[src/rtl/bitsplease_pkg.sv]
// Shared encodings for the access stage: FSM state values and the LCD status codes
// consumed by the LCD mux and the process controller.
package bitsplease_pkg;
  localparam logic [2:0] ST_IDLE    = 3'd0;
  localparam logic [2:0] ST_ENTRY   = 3'd1;
  localparam logic [2:0] ST_GRANTED = 3'd2;
  localparam logic [2:0] ST_DENIED  = 3'd3;
  localparam logic [2:0] ST_LOCKED  = 3'd4;
  localparam logic [2:0] ST_CHECK   = 3'd5;

  typedef enum logic [2:0] {
    S_IDLE    = ST_IDLE,
    S_ENTRY   = ST_ENTRY,
    S_GRANTED = ST_GRANTED,
    S_DENIED  = ST_DENIED,
    S_LOCKED  = ST_LOCKED,
    S_CHECK   = ST_CHECK
  } access_state_t;

  localparam logic [2:0] LCD_IDLE    = 3'd0;
  localparam logic [2:0] LCD_ENTRY   = 3'd1;
  localparam logic [2:0] LCD_GRANTED = 3'd2;
  localparam logic [2:0] LCD_DENIED  = 3'd3;
  localparam logic [2:0] LCD_LOCKED  = 3'd4;

  function automatic logic is_bcd(input logic [3:0] d);
    return d <= 4'd9;
  endfunction
endpackage

[src/rtl/lockout_timer.sv]
// Loadable down-counter shared by the DENIED and LOCKED hold periods.
module lockout_timer #(
  parameter int TMR_W = 16
) (
  input  logic             clk,
  input  logic             rst,
  input  logic             load,
  input  logic [TMR_W-1:0] load_val,
  input  logic             dec,
  output logic [TMR_W-1:0] value,
  output logic             zero
);
  always_ff @(posedge clk or posedge rst) begin
    if (rst)                     value <= '0;
    else if (load)               value <= load_val;
    else if (dec && value != '0) value <= value - 1'b1;
  end

  assign zero = (value == '0);
endmodule

[src/rtl/access_control.sv]
// Access-stage responder: collects a 4-digit BCD code, grants or denies, and
// locks out for a timed period after too many failed attempts.
module access_control
  import bitsplease_pkg::*;
#(
  parameter logic [15:0] PASSCODE     = 16'h1234,
  parameter int          MAX_ATTEMPTS = 3,
  parameter int          DENY_CYCLES  = 16,
  parameter int          LOCK_CYCLES  = 1000,
  parameter int          TMR_W        = 16
) (
  input  logic       clk,
  input  logic       rst,
  input  logic       enable,
  input  logic       btn_enter,
  input  logic       btn_clear,
  input  logic       logout,
  input  logic [3:0] digit,
  output logic       access_fb,
  output logic       locked,
  output logic [2:0] lcd_code,
  output logic [2:0] digit_count,
  output logic [1:0] attempts_left
);
  localparam logic [1:0] MAX_ATT = 2'(MAX_ATTEMPTS);

  access_state_t    state;
  logic [15:0]      entry_buf;
  logic             tmr_load, tmr_dec, tmr_zero;
  logic [TMR_W-1:0] tmr_load_val, tmr_value;

  // Timer is armed on the CHECK cycle so it already holds its start value on the
  // first DENIED/LOCKED cycle; the last attempt selects the lockout duration.
  assign tmr_load     = (state == S_CHECK) && (entry_buf != PASSCODE);
  assign tmr_load_val = (attempts_left == 2'd1) ? TMR_W'(LOCK_CYCLES - 1)
                                                : TMR_W'(DENY_CYCLES - 1);
  assign tmr_dec      = (state == S_DENIED) || (state == S_LOCKED);

  lockout_timer #(.TMR_W(TMR_W)) u_timer (
    .clk      (clk),
    .rst      (rst),
    .load     (tmr_load),
    .load_val (tmr_load_val),
    .dec      (tmr_dec),
    .value    (tmr_value),
    .zero     (tmr_zero)
  );

  always_ff @(posedge clk or posedge rst) begin
    if (rst) begin
      state         <= S_IDLE;
      entry_buf     <= '0;
      digit_count   <= '0;
      attempts_left <= MAX_ATT;
    end else begin
      case (state)
        S_IDLE: if (enable) state <= S_ENTRY;
        S_ENTRY: begin
          if (!enable) begin
            state       <= S_IDLE;
            entry_buf   <= '0;
            digit_count <= '0;
          end else if (btn_clear) begin
            entry_buf   <= '0;
            digit_count <= '0;
          end else if (btn_enter && is_bcd(digit)) begin
            entry_buf   <= {entry_buf[11:0], digit};
            digit_count <= digit_count + 3'd1;
            if (digit_count == 3'd3) state <= S_CHECK;
          end
        end
        S_CHECK: begin
          entry_buf   <= '0;
          digit_count <= '0;
          if (entry_buf == PASSCODE) begin
            state         <= S_GRANTED;
            attempts_left <= MAX_ATT;
          end else begin
            attempts_left <= attempts_left - 2'd1;
            state         <= (attempts_left == 2'd1) ? S_LOCKED : S_DENIED;
          end
        end
        S_GRANTED: if (logout) state <= S_IDLE;
        S_DENIED:  if (tmr_zero) state <= enable ? S_ENTRY : S_IDLE;
        S_LOCKED: begin
          if (tmr_zero) begin
            state         <= S_IDLE;
            attempts_left <= MAX_ATT;
          end
        end
        default: state <= S_IDLE;
      endcase
    end
  end

  assign access_fb = (state == S_GRANTED);
  assign locked    = (state == S_LOCKED);

  always_comb begin
    lcd_code = LCD_IDLE;
    case (state)
      S_ENTRY, S_CHECK: lcd_code = LCD_ENTRY;
      S_GRANTED:        lcd_code = LCD_GRANTED;
      S_DENIED:         lcd_code = LCD_DENIED;
      S_LOCKED:         lcd_code = LCD_LOCKED;
      default:          lcd_code = LCD_IDLE;
    endcase
  end
endmodule

[config.mk]
export PLATFORM = sky130hd
export DESIGN_NAME = access_control
export DESIGN_NICKNAME = d
export VERILOG_FILES = /design/src/rtl/bitsplease_pkg.sv /design/src/rtl/lockout_timer.sv /design/src/rtl/access_control.sv
export SDC_FILE = /design/constraint.sdc
export NUM_CORES = 1
export LEC_CHECK = 0
export BUFFER_PORTS_ARGS = -buffer_cell sky130_fd_sc_hd__buf_2
export CAP_MARGIN = 20
export CORE_MARGIN = 2
export CORE_UTILIZATION = 25
export CTS_CLUSTER_DIAMETER = 60
export DETAILED_ROUTE_END_ITERATION = 6
export MAX_ROUTING_LAYER = met4
export RECOVER_POWER = 100
export SLEW_MARGIN = 20
export SYNTH_ARGS = -nofsm -noshare
export SYNTH_HDL_FRONTEND = slang
export SYNTH_SLANG_ARGS = --single-unit
[constraint.sdc]
create_clock -name clk -period 3.5 [get_ports clk]
set_clock_uncertainty 0.15 [all_clocks]
set_input_delay 0.35 -clock clk [delete_from_list [all_inputs] [get_ports clk]]
set_output_delay 0.35 -clock clk [all_outputs]
set_load 0.01 [all_outputs]
# Yosys cells after proc, flatten, opt, wreduce, memory -nomap -nowiden
# Cells that the tools add are included.
# classes
addsub,3
magnitude_cmp,1
eq_ne,17
n_mux,27
reduce_logical,14
# ops
operator,n
$mux 16,5
$mux 3,13
$pmux 16 s2,1
$pmux 3 s6,1
$eq 16x13->1 const B,1
$logic_not 16->1,1
$ne 16x13->1 const B,1
$reduce_bool 16->1,1
$sub 16x1->16 const B,1
$pmux 3 s4,1
$mux 10,1
$eq 3x2->1 const B,3
$ne 3x3->1 const B,3
$reduce_and 7->1,1
$eq 3x3->1 const B,2
$ne 2x2->1 const B,3
$pmux 3 s2,1
$reduce_bool 2->1,3
$le 4x4->1 const B,1
$mux 2,2
$ne 4x4->1 const B,1
$pmux 2 s2,1
$reduce_and 2->1,2
$add 3x1->3 const B,1
9 further kinds,11
# totals
regBits,40
out_inout_bits,10
wordCells,67

# Longest topological paths before layout
# logic_depth
ltp_word,6
depth_mapped,8
ltp_nobuf,6

# By module
# A second synthesis with hierarchy kept.
# unflattened
cells_unflattened,237
hier_area_um2,2376.0
# modules_own_cells
module,instances,cells_each,area_per_inst_um2
access_control,1,115,1341.3
lockout_timer,1,122,1034.7

# Worst setup path after synthesis
# OpenSTA, ideal clock, no wires.
# synth_path
path_type,register to register
startpoint,register u_timer.value[0]
endpoint,register state[0]
setup_ns,0.125
arrival_time_ns,1.870
path_slack_ns,1.356
stages_incl_launch_ff,7
cell_sequence,dfrtp_1 inv_1 ha_1 nor4b_1 nand4_1 a221oi_2 mux2_2
# synth_between
elab_chain_len,3
# synth_rtl
item,line_no,text
start: declaration,lockout_timer.sv:10,"output logic [TMR_W-1:0] value,"
start signal: assignment,lockout_timer.sv:15,else if (load) value <= load_val;
start signal: assignment,lockout_timer.sv:16,else if (dec && value != '0) value <= value - 1'b1;
$logic_not 16->1 *,lockout_timer.sv:19,assign zero = (value == '0);
$ne 2x2->1 (no source line) or $ne 2x1->1 (tied branches),-,
$reduce_and 7->1 (no source line) *,-,
end signal: assignment,access_control.sv:80,state <= (attempts_left == 2'd1) ? S_LOCKED : S_DENIED;
end signal: assignment,access_control.sv:84,S_DENIED: if (tmr_zero) state <= enable ? S_ENTRY : S_IDLE;
end: declaration,access_control.sv:27,access_state_t state;
# Every way passes the cells marked *; elsewhere a longest branch is shown, timed or not.
# A chain may end at the register's enable or synchronous reset.

# Worst setup path after layout
# layout_path
startpoint,input digit[2]
endpoint,register digit_count[0]
# layout_between
elab_chain_len,4
# layout_rtl
item,line_no,text
start: declaration,access_control.sv:18,"input logic [3:0] digit,"
$le 4x4->1,bitsplease_pkg.sv:27,return d <= 4'd9;
$logic_and 1x1->1,access_control.sv:66,end else if (btn_enter && is_bcd(digit)) begin
$ne 4x4->1 (no source line),-,
$reduce_and 2->1 (no source line),-,
end signal: assignment,access_control.sv:68,digit_count <= digit_count + 3'd1;
end: declaration,access_control.sv:22,"output logic [2:0] digit_count,"
# No other way between the ends.

==> impl_metrics.xml <==
<?xml version="1.0" encoding="UTF-8"?>
<metrics>
  <group name="critical_path">
    <metric name="worst-endpoint-arrival" unit="ns">2.56</metric>
    <metric name="critPathLaunchType" unit="">input pin</metric>
    <metric name="crit_start" unit="">digit[2]</metric>
    <metric name="setup.reg_to_reg.worst_slack" unit="ns">0.98</metric>
    <metric name="timing.rr.start" unit="">u_timer.value[0]</metric>
    <metric name="regToRegEndpoint" unit="">state[0]</metric>
    <metric name="r2r_cells" unit="">6</metric>
    <metric name="timing_worst_setup_path_type" unit="">in2reg</metric>
    <metric name="critPathRequiredTime" unit="ns">3.53</metric>
    <metric name="crit_fanout" unit="">19</metric>
    <metric name="endpoint" unit="">digit_count[0]</metric>
    <metric name="crit_end_element" unit="">flip-flop</metric>
  </group>
  <group name="yosys">
    <metric name="synth-seq-cells" unit="">40</metric>
    <metric name="synth.top_cells.by_area" unit="">sky130_fd_sc_hd__dfrtp_1, sky130_fd_sc_hd__mux2i_1, sky130_fd_sc_hd__inv_1</metric>
    <metric name="yosys-top-cells-count" unit="">sky130_fd_sc_hd__dfrtp_1, sky130_fd_sc_hd__inv_1, sky130_fd_sc_hd__nand2_1</metric>
    <metric name="synth_warnings" unit="">0</metric>
    <metric name="postSynthAreaPerCell" unit="sq um">9.68</metric>
    <metric name="synth_nets" unit="">252</metric>
    <metric name="synth_edf_count" unit="">0</metric>
    <metric name="synth-main-ff-cell" unit="">sky130_fd_sc_hd__dfrtp_1</metric>
    <metric name="synth_top_cell_by_area" unit="">sky130_fd_sc_hd__dfrtp_1</metric>
    <metric name="synth_sequential_area_ratio" unit="%">43.7</metric>
    <metric name="post_synthesis_cell_area" unit="sq um">2290</metric>
    <metric name="synthArstFlopShare" unit="%">100</metric>
    <metric name="synth_cell_type_count" unit="">51</metric>
    <metric name="dominant_cell_by_count_in_the_synthesized_netlist" unit="">sky130_fd_sc_hd__dfrtp_1</metric>
    <metric name="synth_top_cell_area_share" unit="%">41.4</metric>
    <metric name="synthCells" unit="">237</metric>
  </group>
  <group name="power_and_ir_drop">
    <metric name="p_total" unit="uW">1690</metric>
    <metric name="leakagePower" unit="uW">0.00104</metric>
    <metric name="vdd_ir_drop_max" unit="mV">0.376</metric>
    <metric name="powerDensity" unit="nW/um^2">663</metric>
  </group>
  <group name="global_route">
    <metric name="overflow" unit="">0</metric>
    <metric name="largest_net_degree_at_the_start_of_global_routing" unit="">22</metric>
    <metric name="grt_util_all_layers" unit="%">10.9</metric>
    <metric name="antenna_violations_before_repair" unit="">0</metric>
    <metric name="number_of_global_route_vias_before_repair" unit="">1702</metric>
    <metric name="global_route_wire_length_before_repair" unit="um">8560</metric>
  </group>
  <group name="sta">
    <metric name="timing.final.crit_period" unit="ns">2.54</metric>
    <metric name="rsz0062_at_grt" unit="">false</metric>
    <metric name="finalCritPeriodShare" unit="%">72.5</metric>
    <metric name="timing.final.max_slew_violations" unit="">0</metric>
    <metric name="worstMarginPinSlew" unit="ns">1.31</metric>
    <metric name="setup_total_negative_slack" unit="ns">0</metric>
    <metric name="setup_slack" unit="ns">0.963</metric>
    <metric name="fmax" unit="MHz">394</metric>
    <metric name="max_slew_margin" unit="%">12.7</metric>
    <metric name="hold_viol_final" unit="">0</metric>
    <metric name="setup-violations-final" unit="">0</metric>
  </group>
  <group name="cts">
    <metric name="buffer_cell_driving_the_clock_tree_root" unit="">sky130_fd_sc_hd__clkbuf_8</metric>
    <metric name="htree_num_levels" unit="">2</metric>
    <metric name="cts-hold-fix-buffers" unit="">0</metric>
    <metric name="cts.sinks" unit="">40</metric>
    <metric name="path_clk_slew" unit="ns">0.08</metric>
    <metric name="clock_latency" unit="ns">0.29</metric>
    <metric name="postCtsSetupBuffers" unit="">0</metric>
    <metric name="postCtsResizedCells" unit="">0</metric>
    <metric name="clockBufferDepth" unit="">2</metric>
    <metric name="tritoncts" unit="">yes</metric>
    <metric name="cts_made_buffers" unit="">5</metric>
  </group>
  <group name="place">
    <metric name="routabilityCongestion" unit="">0.910</metric>
    <metric name="place_ws" unit="ns">0.994</metric>
    <metric name="cell_count_after_placement" unit="">353</metric>
    <metric name="buffer_ports.inserted" unit="">19</metric>
    <metric name="hpwl" unit="um">3530</metric>
  </group>
  <group name="floorplanning">
    <metric name="core-area" unit="sq um">8810</metric>
    <metric name="rows" unit="">34</metric>
    <metric name="die_width" unit="um">99.8</metric>
    <metric name="die-area" unit="sq um">9960</metric>
    <metric name="design.portCount" unit="">20</metric>
    <metric name="initial_core_util" unit="%">26.1</metric>
    <metric name="die_height" unit="um">99.8</metric>
  </group>
  <group name="final_layout">
    <metric name="drive_gt1_share" unit="%">11.5</metric>
    <metric name="finish.utilization" unit="%">29.0</metric>
    <metric name="antennaDiodeCount" unit="">0</metric>
    <metric name="areaGrowthSynthToFinish" unit="%">11.2</metric>
    <metric name="final_cells" unit="">361</metric>
    <metric name="layout.nets" unit="">267</metric>
  </group>
  <group name="outcome">
    <metric name="outcome" unit="">completed</metric>
  </group>
  <group name="flow_run">
    <metric name="max_cap_violations" unit="">0</metric>
  </group>
  <group name="routing">
    <metric name="vias_per_cell" unit="">5.07</metric>
    <metric name="detailedRoute.firstIterationViolations" unit="">82</metric>
    <metric name="final_wl" unit="um">4980</metric>
    <metric name="avgRoutedWirePerCell" unit="um">13.8</metric>
    <metric name="route.vias.total" unit="">1831</metric>
    <metric name="firstDrtPassIters" unit="">4</metric>
    <metric name="postRouteAntennaNets" unit="">0</metric>
    <metric name="drc" unit="">0</metric>
  </group>
  <group name="min_path">
    <metric name="hp-class" unit="">in2async</metric>
  </group>
</metrics>
-- layer usage --
layer | global-route usage [%] | share of wire [%]
met1 | 14.7 | 48
met2 | 16.6 | 47
met3 | 1.88 | 3.0
met4 | 3.48 | 1.4
met5 | - | 0
-- worst max-delay path: stages --
cell and delay [ns]:
sky130_fd_sc_hd__clkbuf_1 0.08, sky130_fd_sc_hd__o21ai_0 0.34, sky130_fd_sc_hd__a2111oi_0 0.21, sky130_fd_sc_hd__nor3b_2 0.18, sky130_fd_sc_hd__clkbuf_1 0.97, sky130_fd_sc_hd__mux2_2 0.42
-- through the flow --
step                      hold slack, ns  area (sq um)
after floorplan                    0.322          2290
after global placement             0.353          2480
after detailed placement           0.364          2480
after CTS                         0.0924          2570
after global routing               0.136          2550
final                             0.0613          2550
-- placed cells by master (no fill, tap or decap), types with 2 or more instances in the layout --
cell type / netlist / final
sky130_fd_sc_hd__and4_1: 2 / 2
sky130_fd_sc_hd__or4b_1: 2 / 2
sky130_fd_sc_hd__or2_2: 5 / 5
sky130_fd_sc_hd__nand4b_1: 2 / 2
sky130_fd_sc_hd__o21ai_0: 7 / 7
sky130_fd_sc_hd__or4_1: 10 / 10
sky130_fd_sc_hd__nor3b_2: 1 / 2
sky130_fd_sc_hd__inv_1: 27 / 27
sky130_fd_sc_hd__dfstp_1: 0 / 2
sky130_fd_sc_hd__a22o_1: 2 / 2
sky130_fd_sc_hd__o41ai_1: 2 / 2
sky130_fd_sc_hd__nor3_1: 4 / 4
sky130_fd_sc_hd__buf_2: 5 / 11
sky130_fd_sc_hd__clkbuf_1: 6 / 10
sky130_fd_sc_hd__nand2b_1: 2 / 2
sky130_fd_sc_hd__nor2b_1: 4 / 4
sky130_fd_sc_hd__a21oi_1: 7 / 7
sky130_fd_sc_hd__clkbuf_8: 0 / 6
sky130_fd_sc_hd__mux2i_1: 20 / 20
sky130_fd_sc_hd__nand3_1: 2 / 2
sky130_fd_sc_hd__nand2_1: 21 / 21
sky130_fd_sc_hd__o211ai_1: 2 / 2
sky130_fd_sc_hd__a31oi_1: 7 / 7
sky130_fd_sc_hd__o31ai_1: 10 / 10
sky130_fd_sc_hd__ha_1: 5 / 5
sky130_fd_sc_hd__mux2_2: 2 / 2
sky130_fd_sc_hd__nor4_1: 3 / 3
sky130_fd_sc_hd__or3_1: 7 / 7
sky130_fd_sc_hd__nor2_1: 7 / 7
sky130_fd_sc_hd__dfrtp_1: 38 / 38
-- where the power goes --
| part | switching [uW] | internal (uW) | total, uW |
|---|---|---|---|
| Sequential | 148 | 587 | 736 |
| Clock | 169 | 161 | 330 |
| Combinational | 339 | 287 | 626 |
-- flip-flops by register name (all words and copies together) (netlist names) --
name	flops
digit_count	3
state	3
u_timer.value	16
entry_buf	16
attempts_left	2
-- how the worst min path moves through the flow --
| stage | from | endpoint | slack, ns | depth (start not counted) |
|---|---|---|---|---|
| 2_1_floorplan | u_timer.value[11] | u_timer.value[11] | 0.32 | 1 |
| 3_3_place_gp | entry_buf[12] | entry_buf[12] | 0.35 | 2 |
| 3_5_place_dp | entry_buf[12] | entry_buf[12] | 0.36 | 2 |
| 4_1_cts | rst | entry_buf[0] | 0.09 | 2 |
| 5_1_grt | rst | entry_buf[0] | 0.14 | 2 |
| 6_report | rst | entry_buf[0] | 0.06 | 2 |
-- logic make-up (layout without fill, tap and decap cells) --
logic type      Yosys count  in the layout  synth area share [%]
compound gates           48             48                  14.7
flops                    40             40                  43.7
buf+inv                  40             56                  7.31
fa+ha+maj                 5              5                  2.73
simple gates             82             82                  21.8
mux                      22             22                  9.71
-- cell type report --
type                       count  area [sq um]
tap                          108           135
clock inverter                 2          13.8
timing repair buffer          21          92.6
multi-input combinational    157          1120
fill                         899          6250
sequential                    40          1000
clock buffer                   6          82.6
inverter                      27           101
No activity file was read; power rests on OpenSTA's default activity.
